### src/rtl/dht11_sampler.sv
// DHT11 measurement sequencer: manual/auto triggering with timeout and retry,
// then a moving average, min/max, FND word select and a hysteresis temperature alarm.
module dht11_sampler #(
  parameter int         CLK_HZ     = 100_000_000,
  parameter int         PERIOD_MS  = 2000,
  parameter int         TIMEOUT_MS = 30,
  parameter int         RETRY_MS   = 1000,
  parameter int         MAX_RETRY  = 2,
  parameter int         AVG_LOG2   = 2,
  parameter logic [7:0] ALARM_HI   = 8'd30,
  parameter logic [7:0] ALARM_LO   = 8'd28
) (
  input  logic        clk,
  input  logic        rst,
  input  logic        i_manual,
  input  logic        i_auto_en,
  input  logic [1:0]  i_mode,
  output logic        o_dht_start,
  input  logic        i_dht_done,
  input  logic        i_dht_valid,
  input  logic [15:0] i_humidity,
  input  logic [15:0] i_temperature,
  output logic [15:0] o_fnd_data,
  output logic        o_sample_valid,
  output logic        o_error,
  output logic        o_alarm,
  output logic [2:0]  o_state
);
  localparam int TICK_DIV = (CLK_HZ >= 2000) ? CLK_HZ / 1000 : 1;
  localparam int PRE_W    = (TICK_DIV > 1) ? $clog2(TICK_DIV) : 1;
  localparam int IDLE_TOP = (PERIOD_MS > RETRY_MS) ? PERIOD_MS : RETRY_MS;
  localparam int CNT_TOP  = (IDLE_TOP > TIMEOUT_MS) ? IDLE_TOP : TIMEOUT_MS;
  localparam int CNT_W    = $clog2(CNT_TOP + 1);
  localparam int D        = 1 << AVG_LOG2;
  localparam int PTR_W    = (AVG_LOG2 > 0) ? AVG_LOG2 : 1;
  localparam int SUM_W    = 8 + AVG_LOG2;
  localparam int RC_W     = (MAX_RETRY > 0) ? $clog2(MAX_RETRY + 1) : 1;

  localparam logic [2:0] S_IDLE  = 3'd0;
  localparam logic [2:0] S_TRIG  = 3'd1;
  localparam logic [2:0] S_WAIT  = 3'd2;
  localparam logic [2:0] S_ACCUM = 3'd3;
  localparam logic [2:0] S_FAIL  = 3'd4;

  logic [PRE_W-1:0]     pre_q;
  logic                 tick, accum;
  logic [2:0]           state_q, state_d;
  logic [CNT_W-1:0]     ms_q, ms_d;
  logic [RC_W-1:0]      rc_q, rc_d;
  logic                 pend_q, pend_d, err_q, err_d;
  logic [7:0]           hin_q, hin_d, tin_q, tin_d;
  logic [D-1:0][7:0]    hbuf_q, tbuf_q;
  logic [PTR_W-1:0]     wp_q, wp_d;
  logic [SUM_W-1:0]     hsum_q, hsum_d, tsum_q, tsum_d;
  logic [7:0]           hmin_q, hmin_d, hmax_q, hmax_d, tmin_q, tmin_d, tmax_q, tmax_d;
  logic                 have_q, have_d;
  logic [15:0]          fnd_q, fnd_d;
  logic                 eval_q, alarm_q;
  logic [7:0]           havg_d, tavg_d, tavg_cur;
  logic                 unused_dec;

  assign unused_dec = ^{i_humidity[7:0], i_temperature[7:0]};

  assign tick  = (pre_q == PRE_W'(TICK_DIV - 1));
  assign accum = (state_q == S_ACCUM);

  always_ff @(posedge clk or negedge rst) begin
    if (!rst) pre_q <= '0;
    else      pre_q <= tick ? '0 : pre_q + 1'b1;
  end

  // Idle counter wraps at the longer of the two holdoffs so either compare is always reachable.
  always_comb begin
    state_d = state_q;
    ms_d    = ms_q;
    rc_d    = rc_q;
    pend_d  = pend_q;
    err_d   = err_q;
    hin_d   = hin_q;
    tin_d   = tin_q;
    case (state_q)
      S_IDLE: begin
        if (tick) ms_d = (ms_q == CNT_W'(IDLE_TOP - 1)) ? '0 : ms_q + 1'b1;
        if (i_manual ||
            (tick && ((i_auto_en && ms_q == CNT_W'(PERIOD_MS - 1)) ||
                      (pend_q    && ms_q == CNT_W'(RETRY_MS - 1)))))
          state_d = S_TRIG;
      end
      S_TRIG: begin
        ms_d    = '0;
        state_d = S_WAIT;
      end
      S_WAIT: begin
        if (i_dht_done) begin
          if (i_dht_valid) begin
            hin_d   = i_humidity[15:8];
            tin_d   = i_temperature[15:8];
            state_d = S_ACCUM;
          end else begin
            state_d = S_FAIL;
          end
        end else if (tick) begin
          ms_d = ms_q + 1'b1;
          if (ms_q == CNT_W'(TIMEOUT_MS - 1)) state_d = S_FAIL;
        end
      end
      S_ACCUM: begin
        rc_d    = '0;
        pend_d  = 1'b0;
        err_d   = 1'b0;
        ms_d    = '0;
        state_d = S_IDLE;
      end
      S_FAIL: begin
        ms_d = '0;
        if (rc_q < RC_W'(MAX_RETRY)) begin
          rc_d   = rc_q + 1'b1;
          pend_d = 1'b1;
        end else begin
          err_d  = 1'b1;
          rc_d   = '0;
          pend_d = 1'b0;
        end
        state_d = S_IDLE;
      end
      default: state_d = S_IDLE;
    endcase
  end

  // First sample primes every slot so the average is meaningful immediately.
  always_comb begin
    wp_d   = wp_q;
    hsum_d = hsum_q;
    tsum_d = tsum_q;
    hmin_d = hmin_q;
    hmax_d = hmax_q;
    tmin_d = tmin_q;
    tmax_d = tmax_q;
    have_d = have_q;
    if (accum) begin
      have_d = 1'b1;
      if (!have_q) begin
        hsum_d = SUM_W'(hin_q) << AVG_LOG2;
        tsum_d = SUM_W'(tin_q) << AVG_LOG2;
        hmin_d = hin_q;
        hmax_d = hin_q;
        tmin_d = tin_q;
        tmax_d = tin_q;
        wp_d   = '0;
      end else begin
        hsum_d = hsum_q - SUM_W'(hbuf_q[wp_q]) + SUM_W'(hin_q);
        tsum_d = tsum_q - SUM_W'(tbuf_q[wp_q]) + SUM_W'(tin_q);
        if (hin_q < hmin_q) hmin_d = hin_q;
        if (hin_q > hmax_q) hmax_d = hin_q;
        if (tin_q < tmin_q) tmin_d = tin_q;
        if (tin_q > tmax_q) tmax_d = tin_q;
        wp_d = (wp_q == PTR_W'(D - 1)) ? '0 : wp_q + 1'b1;
      end
    end
  end

  assign havg_d   = hsum_d[SUM_W-1:AVG_LOG2];
  assign tavg_d   = tsum_d[SUM_W-1:AVG_LOG2];
  assign tavg_cur = tsum_q[SUM_W-1:AVG_LOG2];

  // Selecting from next-state stats makes the word track both ACCUM and mode changes.
  always_comb begin
    fnd_d = 16'h0000;
    if (have_d) begin
      case (i_mode)
        2'b00:   fnd_d = {hin_q, tin_q};
        2'b01:   fnd_d = {havg_d, tavg_d};
        2'b10:   fnd_d = {tmax_d, tmin_d};
        default: fnd_d = {hmax_d, hmin_d};
      endcase
    end
  end

  always_ff @(posedge clk or negedge rst) begin
    if (!rst) begin
      state_q <= S_IDLE;
      ms_q    <= '0;
      rc_q    <= '0;
      pend_q  <= 1'b0;
      err_q   <= 1'b0;
      hin_q   <= '0;
      tin_q   <= '0;
      hbuf_q  <= '0;
      tbuf_q  <= '0;
      wp_q    <= '0;
      hsum_q  <= '0;
      tsum_q  <= '0;
      hmin_q  <= '0;
      hmax_q  <= '0;
      tmin_q  <= '0;
      tmax_q  <= '0;
      have_q  <= 1'b0;
      fnd_q   <= '0;
      eval_q  <= 1'b0;
      alarm_q <= 1'b0;
    end else begin
      state_q <= state_d;
      ms_q    <= ms_d;
      rc_q    <= rc_d;
      pend_q  <= pend_d;
      err_q   <= err_d;
      hin_q   <= hin_d;
      tin_q   <= tin_d;
      if (accum) begin
        if (!have_q) begin
          hbuf_q <= {D{hin_q}};
          tbuf_q <= {D{tin_q}};
        end else begin
          hbuf_q[wp_q] <= hin_q;
          tbuf_q[wp_q] <= tin_q;
        end
      end
      wp_q    <= wp_d;
      hsum_q  <= hsum_d;
      tsum_q  <= tsum_d;
      hmin_q  <= hmin_d;
      hmax_q  <= hmax_d;
      tmin_q  <= tmin_d;
      tmax_q  <= tmax_d;
      have_q  <= have_d;
      fnd_q   <= fnd_d;
      eval_q  <= accum;
      if (eval_q) begin
        if (tavg_cur >= ALARM_HI)      alarm_q <= 1'b1;
        else if (tavg_cur <= ALARM_LO) alarm_q <= 1'b0;
      end
    end
  end

  assign o_dht_start    = (state_q == S_TRIG);
  assign o_sample_valid = accum;
  assign o_error        = err_q;
  assign o_alarm        = alarm_q;
  assign o_state        = state_q;
  assign o_fnd_data     = fnd_q;
endmodule

### config.mk
export PLATFORM = sky130hd
export DESIGN_NAME = dht11_sampler
export DESIGN_NICKNAME = d
export VERILOG_FILES = /design/src/rtl/dht11_sampler.sv
export SDC_FILE = /design/constraint.sdc
export NUM_CORES = 1
export LEC_CHECK = 0
export CAP_MARGIN = 15
export CORE_AREA = 3 3 171 139
export CTS_BUF_LIST = sky130_fd_sc_hd__clkbuf_8
export DETAILED_ROUTE_END_ITERATION = 6
export DIE_AREA = 0 0 174 142
export PLACE_DENSITY = 0.69
export SYNTH_ARGS = -nofsm -noshare
export SYNTH_HDL_FRONTEND = slang
export SYNTH_SLANG_ARGS = --single-unit
export TNS_END_PERCENT = 5
### constraint.sdc
create_clock -name clk -period 4.1 [get_ports clk]
set_input_delay 0.615 -clock clk [delete_from_list [all_inputs] [get_ports clk]]
set_output_delay 0.615 -clock clk [all_outputs]
set_load 0.01 [all_outputs]
==> run summary, run 1 <==
Fin Clk Skew = 0.0126 ns
Drt wl/cell = 18.4 µm
Grt peak-use layer = met2
Port Buffers = 46
Clock Path Buffers = 2
Met3 Use GR = 0.0403
Starting Density = 0.495
Delay of the slowest cell on the worst path = 0.57 ns
Via count = 8110
CTS clk-pin slew, worst paths = 0.11 ns
Max-Cap Viols = 0
Largest net degree at the start of global routing = 95
Area of placed instances = 11800 µm²
Least-Margin Pin Slew = 1.07 ns
GPL Wtd Cong = 0.909
TritonCTS buffer count = 17
Final Setup Violations = 0
Hold buffers post-CTS = 0
Crit. End Element = flop
Vias in the first global route = 7828
Post-route ant nets = 0
Initial antenna violation count = 0
Worst Path Max Fanout = 12
Layout cell share with drive strength beyond 1 = 0.152
CTS sink count = 188
Post-synth EDFFs = 0
Area Overhead vs Synth = 10.4%
Global Route Usage Sum = 0.217
Vias/cell = 5.70
Commonest non-fill, non-tap cell in the layout = dfrtp_1
Yosys reg bits = 188
Horiz. Die Dim = 174 µm
Most frequent cells in the layout = 187 x dfrtp_1, 113 x inv_1, 86 x nand2_1, 82 x o21ai_0, 73 x mux2_2
WS Path Type = reg -> reg
Synth async-reset ratio = 1.00
Mean Syn Cell Area = 10.3 µm²
CP Data Arrival Time = 4.17 ns
Cell Area, Synth = 11000 µm²
# diodes = 0
Nets = 1218
Resized Gates After CTS = 0
Peak Freq = 0.263 GHz
Setup Fix Bufs, Post-CTS = 0
Top_reg_cell synth = dfrtp_1
Run status = complete, but fails checks
Dpl ws = 0.206 ns
CTS tree = built
Tcrit/Tclk final = 0.929
Hold Path Class = in -> async
Drt pass-1 iters = 7
Die area = 24700 µm²
Max-slew violation count = 0
Fin crit period = 3.81 ns
RSZ-0062 raised after global routing = false
Worst path required time = 4.46 ns
Dpl hpwl = 18900 µm
Cell row count = 49
Core Area = 22300 µm²
CTS H-tree lvls = 4
Fillers = 1911
Slowest cell on crit path = mux4_2
Post-Syn Nets = 1185
M1 GR Usage = 0.321
Final worst-path setup slack = 0.290 ns
Final hold vios = 0
GR Layer Usage met2 = 0.332
I/O pin count = 63
1st-iter DRT viols = 812
Failing checks = DRC
Sequential area share after synthesis = 0.426
YS warnings = 0
First-pass GRT wire length = 42400 µm
Setup TNS = 0 ns
Rel. slew slack = 0.288
Routed Wire Length = 26200 µm
Critical-path cell list = buf_4 > mux4_2 > fa_1 > inv_1 > fa_1 > a21o_1 > a211oi_1 > o31ai_1 > xnor2_1 > o211ai_1 > a211o_1
Die Height = 142 µm
Register Area = 4710 µm²
Syn Inst Count = 1070
Most frequent CP cell = fa_1
Root buffer cell = clkbuf_8
Synth cell types = 84
Drt drc = 2
Multi-input gate area = 5620 µm²
Worst-skew pair later-pin latency = 0.48 ns
Cell area after layout = 12200 µm²
Crit start category = flop
Global route overflow = 0
## per-layer routing
metal,share of wire,vias to the layer above
li1,-,3845
met1,0.48,3987
met2,0.44,251
met3,0.064,27
met4,0.014,0
met5,0,-
## critical path, delay by kind of cell, from the launching register on
kind                       cells  cell delay (ns)
buffers and inverters          2             0.35
AOI/OAI and AO/OA              5             1.17
adders and majority gates      2             0.95
xor gates and xnor gates       1             0.19
DFF                            1             0.46
muxes                          1             0.57
## cells by family after synthesis
group | after synthesis | synth area share
compound gates | 244 | 0.147
xor+xnor | 21 | 0.0167
fa+ha+maj | 75 | 0.0959
buf+inv | 169 | 0.0653
flops | 188 | 0.426
mux | 114 | 0.130
simple gates | 259 | 0.119
## synthesized netlist by cell type, types with 12 or more instances
master    count  share of area
fa_1         16          0.029
inv_1       113          0.038
a21oi_1      41          0.019
dfrtp_1     188           0.43
nand2_1      86          0.029
ha_1         59          0.067
mux2_2       73          0.074
nor2_1       52          0.018
nor3_1       12         0.0054
xnor2_1      17          0.013
clkbuf_1     25         0.0085
buf_2        16         0.0073
mux2i_1      24          0.022
mux4_2       16          0.033
a211oi_1     14         0.0095
o21ai_0      82          0.037
nand3_1      34          0.015
## per-stage QoR
step | instances | utilization | hold slack, ns
6_report | 1422 | 0.546 | 0.156
5_1_grt | 1422 | 0.546 | 0.205
4_1_cts | 1422 | 0.546 | 0.208
3_5_place_dp | 1390 | 0.528 | 0.482
3_3_place_gp | 1390 | 0.528 | 0.477
2_1_floorplan | 1070 | - | 0.319
## path summary, 6_finish.rpt
path / start / end / slack, ns / cells past startpoint
max: wp_q[0] / o_fnd_data[14] / 0.29 / 11
min: rst / ms_q[3] / 0.16 / 1
max reg2reg: wp_q[0] / o_fnd_data[14] / 0.29 / 11
min reg2reg: pre_q[0] / pre_q[0] / 0.49 / 1
max in group asynchronous: rst / o_fnd_data[2] / 3.07 / 2
min in group clk: pre_q[0] / pre_q[0] / 0.49 / 1
## layout make-up
cell class	instances	area share
clock buffer	18	0.0203
clock inverter	14	0.0127
inverter	115	0.0358
multi-input combinational	713	0.461
sequential	188	0.386
tap	306	0.0314
timing repair buffer	68	0.0527
## sequential cells by signal, indices dropped and copies added (netlist names)
register,count
hbuf_q,32
tbuf_q,32
pre_q,17
o_fnd_data,16
ms_q,11
hsum_q,10
tsum_q,10
hin_q,8
hmax_q,8
hmin_q,8
tin_q,8
tmax_q,8
tmin_q,8
o_state,3
rc_q,2
wp_q,2
eval_q,1
have_q,1
o_alarm,1
o_error,1
pend_q,1
Power of run 1 is left out: the tool's default activity adds up to more than one toggle a clock period on the data nets, which glitch-free logic cannot reach.
==> run 2: changes to the inputs <==
CORE_AREA = 3 3 239 194   (was 3 3 171 139)
DIE_AREA = 0 0 242 197   (was 0 0 174 142)
PLACE_DENSITY = 0.41   (was 0.69)
==> run summary, run 2 (synthesis gave the netlist of run 1 again) <==
Run status = finished clean
Rel. slew slack = 0.380
Power per cell area = 968 nW/µm²
1st-iter DRT viols = 420
Clock Path Buffers = 2
WS Path Type = reg -> reg
CTS clk-pin slew, worst paths = 0.10 ns
Core Area = 44200 µm²
Vias in the first global route = 8043
Horiz. Die Dim = 242 µm
Setup TNS = 0 ns
Clock power share = 0.115
Post-route ant nets = 0
CTS tree = built
Net switching power = 5700 µW
Starting Density = 0.250
Power share of the sequential group = 0.257
Cell area after layout = 12700 µm²
Commonest non-fill, non-tap cell in the layout = dfrtp_1
GR Layer Usage met2 = 0.197
I/O pin count = 63
Static Leak = 0.00549 µW
Area of placed instances = 12200 µm²
Worst R2R End = o_fnd_data[14]
Die Height = 197 µm
Via count = 7970
GPL Wtd Cong = 0.788
Crit start category = flop
Most frequent CP cell = fa_1
Critical-path cell list = buf_4 > mux4_2 > fa_1 > inv_1 > fa_1 > a21o_1 > a211oi_1 > o31ai_1 > xnor2_1 > o211ai_1 > a211o_1
Worst-skew pair later-pin latency = 0.50 ns
Final worst-path setup slack = 0.251 ns
Fin Clk Skew = 0.0194 ns
Tcrit/Tclk final = 0.939
CP Data Arrival Time = 4.24 ns
Final hold vios = 0
Crit. End Element = flop
VDD IR max = 0.523 mV
Fin crit period = 3.85 ns
Initial antenna violation count = 0
TritonCTS buffer count = 17
R2R depth = 11
M1 GR Usage = 0.204
Worst Path Max Fanout = 11
Worst r2r src = wp_q[0]
R2r setup slk = 0.25 ns
Least-Margin Pin Slew = 0.930 ns
Layout cell share with drive strength beyond 1 = 0.162
Power Internal = 6590 µW
Peak Freq = 0.260 GHz
# diodes = 0
Drt drc = 0
Vias/cell = 4.60
Nets = 1230
Port Buffers = 46
Delay of the slowest cell on the worst path = 0.56 ns
Global route overflow = 0
Met3 Use GR = 0.0246
Largest net degree at the start of global routing = 101
Combinational share of power = 0.628
Setup crit start = wp_q[0]
Worst path required time = 4.49 ns
Routed Wire Length = 31000 µm
Most frequent cells in the layout = 187 x dfrtp_1, 113 x inv_1, 86 x nand2_1, 82 x o21ai_0, 73 x mux2_2
Drt pass-1 iters = 5
Top Registers = hbuf_q (32), tbuf_q (32), pre_q (17)
Hold buffers post-CTS = 0
CTS sink count = 188
Sw frac = 0.464
Drt wl/cell = 17.9 µm
Die area = 47700 µm²
Max-Cap Viols = 0
Dpl ws = 0.200 ns
Global Route Usage Sum = 0.134
Grt peak-use layer = met1
CTS H-tree lvls = 4
Hold Path Class = in -> async
First-pass GRT wire length = 49100 µm
Area Overhead vs Synth = 15.0%
Slowest cell on crit path = mux4_2
Core Util, Final = 0.287
Pwr Total = 12300 µW
Cell row count = 69
Root buffer cell = clkbuf_8
Final Setup Violations = 0
Max-slew violation count = 0
Dpl hpwl = 22600 µm
RSZ-0062 raised after global routing = false
## run 2: cell types whose count changed in the layout (fill, tap and decap cells not counted), sizes merged
cell,change
clkinv,-1
buf,+12
clkinvlp,-1
clkbuf,+3
bufinv,+2
inv,-3
## run 2: worst max path at each step
stage	end	depth (start not counted)
2_1_floorplan	o_fnd_data[14]	12
3_3_place_gp	o_fnd_data[2]	12
3_5_place_dp	o_fnd_data[14]	11
4_1_cts	o_fnd_data[6]	12
5_1_grt	o_fnd_data[3]	11
6_report	o_fnd_data[14]	11
## run 2: area by class of cell
class                      count  area (µm²)
clock inverter                11         156
sequential                   188        4710
clock buffer                  21         289
timing repair buffer          80         732
inverter                     115         437
tap                          603         754
multi-input combinational    713        5630
fill                        4670       31500
## run 2: power by group through the flow
stage	sequential (µW)	combinational [µW]	clock, µW
after CTS	3180	7700	1460
after detailed placement	3210	7660	0
after global placement	3200	7620	0
after global routing	3280	8680	1530
final	3160	7720	1410
after floorplan	3060	5580	0
## run 2: what timing repair did
item,in CTS,in global routing
setup buffers,0,0
resized for setup,0,2
hold endpoints to repair,0,0
setup endpoints to repair,0,1
## run 2: per-layer routing
metal / wire [µm] / vias up
met5: 0 / -
li1: - / 3860
met4: 269 / 0
met2: 13200 / 107
met3: 837 / 13
met1: 16700 / 3990
## run 2: critical path, delay by kind of cell, from the launching register on
kind | cells | cell delay (ns)
flip-flops | 1 | 0.48
adder cells (fa/ha/maj) | 2 | 0.95
buffers and inverters | 2 | 0.36
XOR/XNOR | 1 | 0.19
multiplexers | 1 | 0.56
AO/OA/AOI/OAI | 5 | 1.19
## run 2: metrics by stage
step,std cells,hold WS [ns]
3_3_place_gp,1699,0.479
6_report,1731,0.167
2_1_floorplan,1070,0.319
5_1_grt,1731,0.212
4_1_cts,1731,0.218
3_5_place_dp,1699,0.487
Note: power is estimated with default switching activity, not from simulation.
